`config.mk`:
```
export PLATFORM = sky130hd
export DESIGN_NAME = reg_status_file
export DESIGN_NICKNAME = d
export VERILOG_FILES = /design/src/rtl/reg_status_file_pkg.sv /design/src/rtl/reg_status_file_rs_read_port.sv /design/src/rtl/reg_status_file.sv
export SDC_FILE = /design/constraint.sdc
export NUM_CORES = 1
export LEC_CHECK = 0
export ABC_AREA = 1
export CAP_MARGIN = 20
export CORE_ASPECT_RATIO = 0.9
export CORE_MARGIN = 4
export CORE_UTILIZATION = 34
export CTS_CLUSTER_SIZE = 25
export DETAILED_ROUTE_END_ITERATION = 8
export GPL_ROUTABILITY_DRIVEN = 0
export PLACE_DENSITY_LB_ADDON = 0.1
export SLEW_MARGIN = 0
export SYNTH_ARGS = -nofsm -noshare
export SYNTH_HDL_FRONTEND = slang
export SYNTH_SLANG_ARGS = --single-unit
export TNS_END_PERCENT = 30
```
`constraint.sdc`:
```
create_clock -name clock -period 6.3 [get_ports clock]
set_input_delay 1.89 -clock clock [delete_from_list [all_inputs] [get_ports clock]]
set_output_delay 1.89 -clock clock [all_outputs]
set_load 0.02 [all_outputs]
```
`src/rtl/reg_status_file_pkg.sv`:
```
// Shared definitions for the register status file (Tomasulo-style rename table).
// Holds the default geometry, the "no producer" tag value, and the
// reg-status entry layout used when reasoning about one register slot.
package reg_status_file_pkg;

  localparam int DATA_W_DEF = 16;
  localparam int NREGS_DEF  = 8;
  localparam int TAG_W_DEF  = 3;

  // A qi of zero means the register value is architecturally final.
  localparam int TAG_NONE   = 0;

  typedef struct packed {
    logic [DATA_W_DEF-1:0] data;
    logic [TAG_W_DEF-1:0]  qi;
  } rs_entry_t;

endpackage

```
`src/rtl/reg_status_file_rs_read_port.sv`:
```
// rs_read_port: one combinational operand read port of the register status file.
// Ports:
//   i_addr        register index to read
//   i_data/i_qi   full stored data and producer-tag arrays
//   i_cdb_*       current-cycle common data bus (used only for forwarding)
//   o_data/o_busy/o_tag  operand value, pending flag, producer tag
// Build option: REG_STATUS_BYPASS_EN forwards a same-cycle CDB result that
// matches the pending producer of the addressed register.
module rs_read_port
  import reg_status_file_pkg::*;
#(
  parameter int DATA_W = DATA_W_DEF,
  parameter int NREGS  = NREGS_DEF,
  parameter int TAG_W  = TAG_W_DEF,
  localparam int IDX_W = $clog2(NREGS)
) (
  input  logic [IDX_W-1:0]  i_addr,
  input  logic [DATA_W-1:0] i_data [NREGS],
  input  logic [TAG_W-1:0]  i_qi   [NREGS],
  input  logic              i_cdb_valid,
  input  logic [TAG_W-1:0]  i_cdb_tag,
  input  logic [DATA_W-1:0] i_cdb_data,
  output logic [DATA_W-1:0] o_data,
  output logic              o_busy,
  output logic [TAG_W-1:0]  o_tag
);

`ifndef REG_STATUS_BYPASS_EN
  // CDB inputs are only consumed by the forwarding mux.
  logic w_unused_cdb;
  assign w_unused_cdb = &{1'b0, i_cdb_valid, i_cdb_tag, i_cdb_data};
`endif

  always_comb begin
    o_data = '0;
    o_tag  = '0;
    if (int'(i_addr) < NREGS) begin
      o_data = i_data[i_addr];
      o_tag  = i_qi[i_addr];
    end
`ifdef REG_STATUS_BYPASS_EN
    // A nonzero stored tag equal to the broadcast tag means the value being
    // waited on is on the bus right now.
    if (i_cdb_valid && (o_tag != TAG_W'(TAG_NONE)) && (o_tag == i_cdb_tag)) begin
      o_data = i_cdb_data;
      o_tag  = '0;
    end
`endif
    o_busy = (o_tag != TAG_W'(TAG_NONE));
  end

endmodule

```
`src/rtl/reg_status_file.sv`:
```
// reg_status_file: register data + producer-tag (qi) table with rename on
// issue, wake-up on CDB broadcast, two combinational read ports and a
// registered busy count.
// Ports:
//   clock, reset_n                 sole clock; synchronous active-low reset
//   issue_valid/issue_rd/issue_tag rename destination register to a tag
//   cdb_valid/cdb_tag/cdb_data     result broadcast
//   rd_a_*, rd_b_*                 operand read ports (addr in; data/busy/tag out)
//   busy_cnt                       number of registers with a pending producer
// Build option: REG_STATUS_BYPASS_EN enables same-cycle CDB forwarding on reads.
module reg_status_file
  import reg_status_file_pkg::*;
#(
  parameter int DATA_W = DATA_W_DEF,
  parameter int NREGS  = NREGS_DEF,
  parameter int TAG_W  = TAG_W_DEF,
  localparam int IDX_W = $clog2(NREGS),
  localparam int CNT_W = $clog2(NREGS + 1)
) (
  input  logic              clock,
  input  logic              reset_n,
  input  logic              issue_valid,
  input  logic [IDX_W-1:0]  issue_rd,
  input  logic [TAG_W-1:0]  issue_tag,
  input  logic              cdb_valid,
  input  logic [TAG_W-1:0]  cdb_tag,
  input  logic [DATA_W-1:0] cdb_data,
  input  logic [IDX_W-1:0]  rd_a_addr,
  output logic [DATA_W-1:0] rd_a_data,
  output logic              rd_a_busy,
  output logic [TAG_W-1:0]  rd_a_tag,
  input  logic [IDX_W-1:0]  rd_b_addr,
  output logic [DATA_W-1:0] rd_b_data,
  output logic              rd_b_busy,
  output logic [TAG_W-1:0]  rd_b_tag,
  output logic [CNT_W-1:0]  busy_cnt
);

  logic [DATA_W-1:0] r_data [NREGS];
  logic [TAG_W-1:0]  r_qi   [NREGS];
  logic [CNT_W-1:0]  r_busy_cnt;

  logic [DATA_W-1:0] w_data_nxt [NREGS];
  logic [TAG_W-1:0]  w_qi_nxt   [NREGS];
  logic [CNT_W-1:0]  w_cnt_nxt;
  logic              w_cdb_hit;
  logic              w_issue_ok;

  assign w_cdb_hit  = cdb_valid && (cdb_tag != TAG_W'(TAG_NONE));
  assign w_issue_ok = issue_valid && (issue_tag != TAG_W'(TAG_NONE)) &&
                      (issue_rd != '0) && (int'(issue_rd) < NREGS);

  always_comb begin
    w_cnt_nxt = '0;
    for (int i = 0; i < NREGS; i++) begin
      w_data_nxt[i] = r_data[i];
      w_qi_nxt[i]   = r_qi[i];
      if (i == 0) begin
        // Register 0 is hardwired to zero and never renamed.
        w_data_nxt[i] = '0;
        w_qi_nxt[i]   = '0;
      end else begin
        if (w_cdb_hit && (r_qi[i] == cdb_tag)) begin
          w_data_nxt[i] = cdb_data;
          w_qi_nxt[i]   = '0;
        end
        // Applied after the CDB wake-up so a same-cycle rename keeps the new
        // producer while the broadcast value still lands in data.
        if (w_issue_ok && (int'(issue_rd) == i)) begin
          w_qi_nxt[i] = issue_tag;
        end
      end
      if (w_qi_nxt[i] != TAG_W'(TAG_NONE)) begin
        w_cnt_nxt = w_cnt_nxt + CNT_W'(1);
      end
    end
  end

  always_ff @(posedge clock) begin
    if (!reset_n) begin
      for (int i = 0; i < NREGS; i++) begin
        r_data[i] <= '0;
        r_qi[i]   <= '0;
      end
      r_busy_cnt <= '0;
    end else begin
      for (int i = 0; i < NREGS; i++) begin
        r_data[i] <= w_data_nxt[i];
        r_qi[i]   <= w_qi_nxt[i];
      end
      r_busy_cnt <= w_cnt_nxt;
    end
  end

  assign busy_cnt = r_busy_cnt;

  rs_read_port #(
    .DATA_W (DATA_W),
    .NREGS  (NREGS),
    .TAG_W  (TAG_W)
  ) u_rd_a (
    .i_addr      (rd_a_addr),
    .i_data      (r_data),
    .i_qi        (r_qi),
    .i_cdb_valid (cdb_valid),
    .i_cdb_tag   (cdb_tag),
    .i_cdb_data  (cdb_data),
    .o_data      (rd_a_data),
    .o_busy      (rd_a_busy),
    .o_tag       (rd_a_tag)
  );

  rs_read_port #(
    .DATA_W (DATA_W),
    .NREGS  (NREGS),
    .TAG_W  (TAG_W)
  ) u_rd_b (
    .i_addr      (rd_b_addr),
    .i_data      (r_data),
    .i_qi        (r_qi),
    .i_cdb_valid (cdb_valid),
    .i_cdb_tag   (cdb_tag),
    .i_cdb_data  (cdb_data),
    .o_data      (rd_b_data),
    .o_busy      (rd_b_busy),
    .o_tag       (rd_b_tag)
  );

endmodule

```
## After elaboration in Yosys (flattened, before gate mapping)

Index checks and enable logic that the tools add are counted.

- Add/subtract/negate cells: 6
- Magnitude comparators: 2
- Equal/unequal tests: 14
- Muxes and demuxes: 33
- Bitwise gates (word level): 2
- Reduce and logical (&&, ||, !) cells: 29

Operators by type and width:

| cell | count |
|---|---|
| $bmux 16 s3 | 2 |
| $mux 16 | 4 |
| $mux 3 | 18 |
| $reduce_bool 3->1 | 12 |
| $add 4x1->4 const B | 6 |
| $mux 4 | 6 |
| $eq 3x3->1 | 7 |
| $bmux 3 s3 | 2 |
| $logic_and 1x1->1 | 17 |
| $eq 3x3->1 const B | 4 |
| $ge 4x4->1 const B | 2 |
| $not 3->4 | 2 |
| $eq 3x2->1 const B | 2 |
| $eq 3x1->1 const B | 1 |
| $mux 1 | 1 |

- Register bits: 156
- Input port bits: 35
- Output and inout bits: 44
- Word-level logic and storage cells: 103

## Logic depth before layout (Yosys ltp)

- Depth in word-level cells: 19
- Depth in mapped cells: 31

## By module

From an unflattened synthesis, not the netlist that was laid out.

- Cell total of the unflattened synthesis: 1400
- Area total of the unflattened synthesis: 8677.1 sq um

Modules (own cells, without submodules):

| module | times used | cells an instance | area an instance (sq um) | seq. area each (sq um) |
|---|---|---|---|---|
| reg_status_file | 1 | 782 | 5886.9 | 2742.6 |
| rs_read_port | 2 | 309 | 1395.1 | 0.0 |

## Least setup slack after synthesis

OpenSTA, ideal clock, no wires.

- Path type: in2reg
- Start: in cdb_tag[0]
- End: reg r_busy_cnt[1], in the netlist busy_cnt[1]
- Data arrival time: 5195 ps
- Required time: 6184 ps
- Setup slack: 988 ps
- Stages on the path: 28
- Buffers on the path: 2
- Path through: buf_6 > inv_4 > nand2_4 > nand2_4 > nor2_1 > nand2_2 > buf_6 > nand2_1 > nand2_1 > nand2_2 > nand3_2 > ha_1 > inv_1 > nand3_1 > nand2_2 > inv_1 > ha_1 > nand2_1 > nand2_1 > o21ai_0 > nand2_1 > ha_1 > or2_2 > nand2_1 > inv_1 > ha_1 > o211ai_1 > inv_1

- Longest elaborated chain between the ends: 19

RTL lines:

| element | RTL line | source |
|---|---|---|
| start: declaration | reg_status_file.sv:26 | `input logic [TAG_W-1:0] cdb_tag,` |
| $reduce_bool 3->1 | reg_status_file.sv:49 | `assign w_cdb_hit = cdb_valid && (cdb_tag != TAG_W'(TAG_NONE));` |
| $logic_and 1x1->1 | reg_status_file.sv:49 |  |
| $logic_and 1x1->1 | reg_status_file.sv:63 | `if (w_cdb_hit && (r_qi[i] == cdb_tag)) begin` |
| $mux 3 | reg_status_file.sv:63 |  |
| $mux 3 | reg_status_file.sv:69 | `if (w_issue_ok && (int'(issue_rd) == i)) begin` |
| $reduce_bool 3->1 | reg_status_file.sv:73 | `if (w_qi_nxt[i] != TAG_W'(TAG_NONE)) begin` |
| $mux 1 | reg_status_file.sv:73 |  |
| $add 4x1->4 | reg_status_file.sv:74 | `w_cnt_nxt = w_cnt_nxt + CNT_W'(1);` |
| [3 not listed] | -- |  |
| $add 4x1->4 | reg_status_file.sv:74 |  |
| $mux 4 | reg_status_file.sv:73 |  |
| $add 4x1->4 | reg_status_file.sv:74 |  |
| $mux 4 | reg_status_file.sv:73 |  |
| $add 4x1->4 | reg_status_file.sv:74 |  |
| $mux 4 | reg_status_file.sv:73 |  |
| $add 4x1->4 | reg_status_file.sv:74 |  |
| $mux 4 * | reg_status_file.sv:73 |  |
| end signal: assignment | reg_status_file.sv:91 | `r_busy_cnt <= w_cnt_nxt;` |
| end: declaration | reg_status_file.sv:41 | `logic [CNT_W-1:0] r_busy_cnt;` |

Mark *: on every way between the ends. The rest lies on a longest branch, timed or not.
A chain may end at the register's enable or synchronous reset.

## Worst setup path in the final report

- Start: in rd_a_addr[2]
- End: out rd_a_data[8]

- Longest elaborated chain between the ends: 4

RTL lines:

| element | RTL line | source |
|---|---|---|
| start: declaration | reg_status_file.sv:28 | `input logic [IDX_W-1:0] rd_a_addr,` |
| $not 3->4 (implied by the code) | reg_status_file_rs_read_port.sv:38 | `o_data = i_data[i_addr];` |
| $bmux 16 s3 | reg_status_file_rs_read_port.sv:38 |  |
| $mux 16 (implied by the code) (2 in a row) | reg_status_file_rs_read_port.sv:38 |  |
| end: declaration | reg_status_file.sv:29 | `output logic [DATA_W-1:0] rd_a_data,` |

Every way passes these cells. The select of a mux whose other input is x is not followed.

==> out/qor.yml <==
logic_synthesis:
  synth_cells: 1207
  netlist_area_um2: 7974
  synth_top_area_share_pct: 34.40
  synth-main-ff-cell: "dfxtp_1"
  yosysWarnings: 0
  ys_types: 41
  syn_nets: 1248
  synthTopCellsByArea: "dfxtp_1, o21ai_0, a21oi_1, nand2_1, nor2_1"
  yosysTopAreaCell: "dfxtp_1"
  synth_seq_cells: 137
  synth_edf_count: 0
  yosysSeqAreaShare_pct: 34.40
  async_flop_share_pct: 0
  syn_avg_cell_area_um2: 6.606
worst_setup_path:
  critical_path_class: "input pin to output port"
  worstPathArrival_ps: 4070
  startpoint_type: "input pin"
  worstPathMaxFanout: 16
  required_ps: 4410
  worst_setup_path_end_kind: "output port"
place:
  dpl_worst_slack_ps: 154.0
  dp_hpwl_mm: 18.93
  numPortBuffers: 78
  dp_cells: 1529
finish:
  finalNetCount: 1292
  area_growth_pct: 20.87
  antennaDiodeCount: 0
  stdcell_count: 1561
  final_common_cell: "o21ai_0"
  final_cell_mix: "o21ai_0, nand2_1, nor2_1, a21oi_1, dfxtp_1"
  final_layout_size_suffix_gt1_share_pct: 9.494
hold_path:
  hp-class: "flip-flop to flip-flop"
cts:
  cts.reportedPaths.clkPinSlew_ps: 60
  h-tree-depth: 4
  numCtsBuffers: 17
  cts_root_buf: "clkbuf_16"
  worstSkewPairLatency_ps: 420
  ctsHoldBuffers: 0
  cts_resized: 0
  cts.path.max_buffers: 2
  cts_tree: "done"
  clock-sinks: 137
  postCtsSetupRepairBufs: 0
floorplan:
  start_util_pct: 35.02
  coreArea_um2: 22770
  die_x_um: 169.4
  rows: 52
  fp.dieArea_um2: 25970
  io_pins: 79
  die_height_um: 153.3
global_route:
  grt_pass1_vias: 7267
  grt_overflow: 0
  grt_usage_pct: 21.46
  grt_max_degree: 51
  antenna_found_initial: 0
  grt_first_pass_wirelength_mm: 43.69
sta:
  fin_ws_ps: 341.3
  rsz0062_at_grt: "no"
  final_hold_viol_count: 0
  fin_skew_ps: 9.057
  setup-violations-final: 0
  worstMarginPinSlew_ps: 1055
  fin_crit_ps: 5959
  slew-limit-headroom_pct: 29.65
  max_freq_ghz: 0.1678
  fin_crit_sh_pct: 94.58
  tns_ps: 0
  slew_viol_final: 0
routing:
  first_iter_violations: 789
  routed_wl_mm: 28.57
  vias: 8142
  drtPass1Iterations: 5
  wl_per_cell_um: 18.30
  viasPerCell: 5.216
  ant_nets: 0
  drc: 0
pwr:
  p_leak_nw: 3.667
  power_density_nw_per_um2: 260.4
  peakVddDrop_mv: 0.1476
flow_run:
  max_cap_viol_count: 0
status:
  status: "finished clean"
[sequential cells by signal (all words and copies together) (netlist names)]
signal,cells
r_data,112
r_qi,21
busy_cnt,4
[through the flow]
step / area (um2) / utilization [%] / power (mW) / hold WS, ps
finish: 9638 / 42.32 / 2.510 / 464.5
global route: 9638 / 42.32 / 2.620 / 479.2
CTS: 9638 / 42.32 / 2.525 / 465.8
detailed placement: 8987 / 39.47 / 1.409 / 457.2
global placement: 8987 / 39.47 / 1.408 / 451.2
floorplan: 7974 / - / 1.228 / 439.6
[critical path, cell delays in order]
cell and delay [ps]:
clkdlybuf4s50_1 520, inv_1 340, o21ai_0 200, a21oi_1 80, a31oi_1 330, clkdlybuf4s50_1 700
[cells by family after synthesis]
kind of cell	synth area share, %
and+or+nand+nor	21.50
adders and majority gates	0.9414
AOI/OAI and AO/OA	32.07
buffers and inverters	10.11
DFF	34.40
xor gates and xnor gates	0.9885
[area by class of cell]
type                       count  area (um2)
clock buffer                  18       429.2
clock inverter                14       221.5
fill                        2462       13130
inverter                     122       462.9
multi-input combinational    867        4432
sequential                   137        2743
tap                          297       371.6
timing repair buffer         106       978.4
[cell usage after synthesis (2+ instances only)]
cell,n
o21ai_0,234
dfxtp_1,137
xnor2_1,4
a21oi_1,151
nor2_1,151
nand2_2,13
inv_2,7
nand2_4,3
nand3_2,9
nand4_1,6
nand3_1,23
a31oi_2,2
buf_6,5
buf_1,6
nor2_4,6
nand4_4,2
nand2_1,151
nor2_2,5
ha_1,6
clkbuf_1,69
or3_1,2
inv_4,2
inv_1,108
xor2_1,5
a31oi_1,47
o211ai_1,34
clkinv_1,5
[final timing paths]
kind | from | end | slack (ps) | depth (start not counted)
setup / recovery | rd_a_addr[2] | rd_a_data[8] | 340 | 6
hold / removal | r_data[105] | r_data[105] | 460 | 2
setup reg to reg | r_qi[19] | busy_cnt[1] | 2400 | 26
hold reg to reg | r_data[105] | r_data[105] | 460 | 2
[metal layers]
layer | track usage, % | share of wire, % | vias to the layer above | wire length (um)
met5 | 0 | 0 | - | 0
met4 | 4.599 | 0.90 | 0 | 256
met3 | 3.332 | 5.3 | 19 | 1505
met2 | 30.78 | 42 | 241 | 11950
met1 | 33.57 | 52 | 3716 | 14860
li1 | - | - | 4166 | -
[where the power goes]
part	switching, mW	total [mW]	internal, mW	leakage [nW]
clock network	0.410	1.12	0.706	0.307
registers	0.0173	0.918	0.900	1.11
logic	0.307	0.475	0.168	2.25
Note: power is estimated with default switching activity, not from simulation.
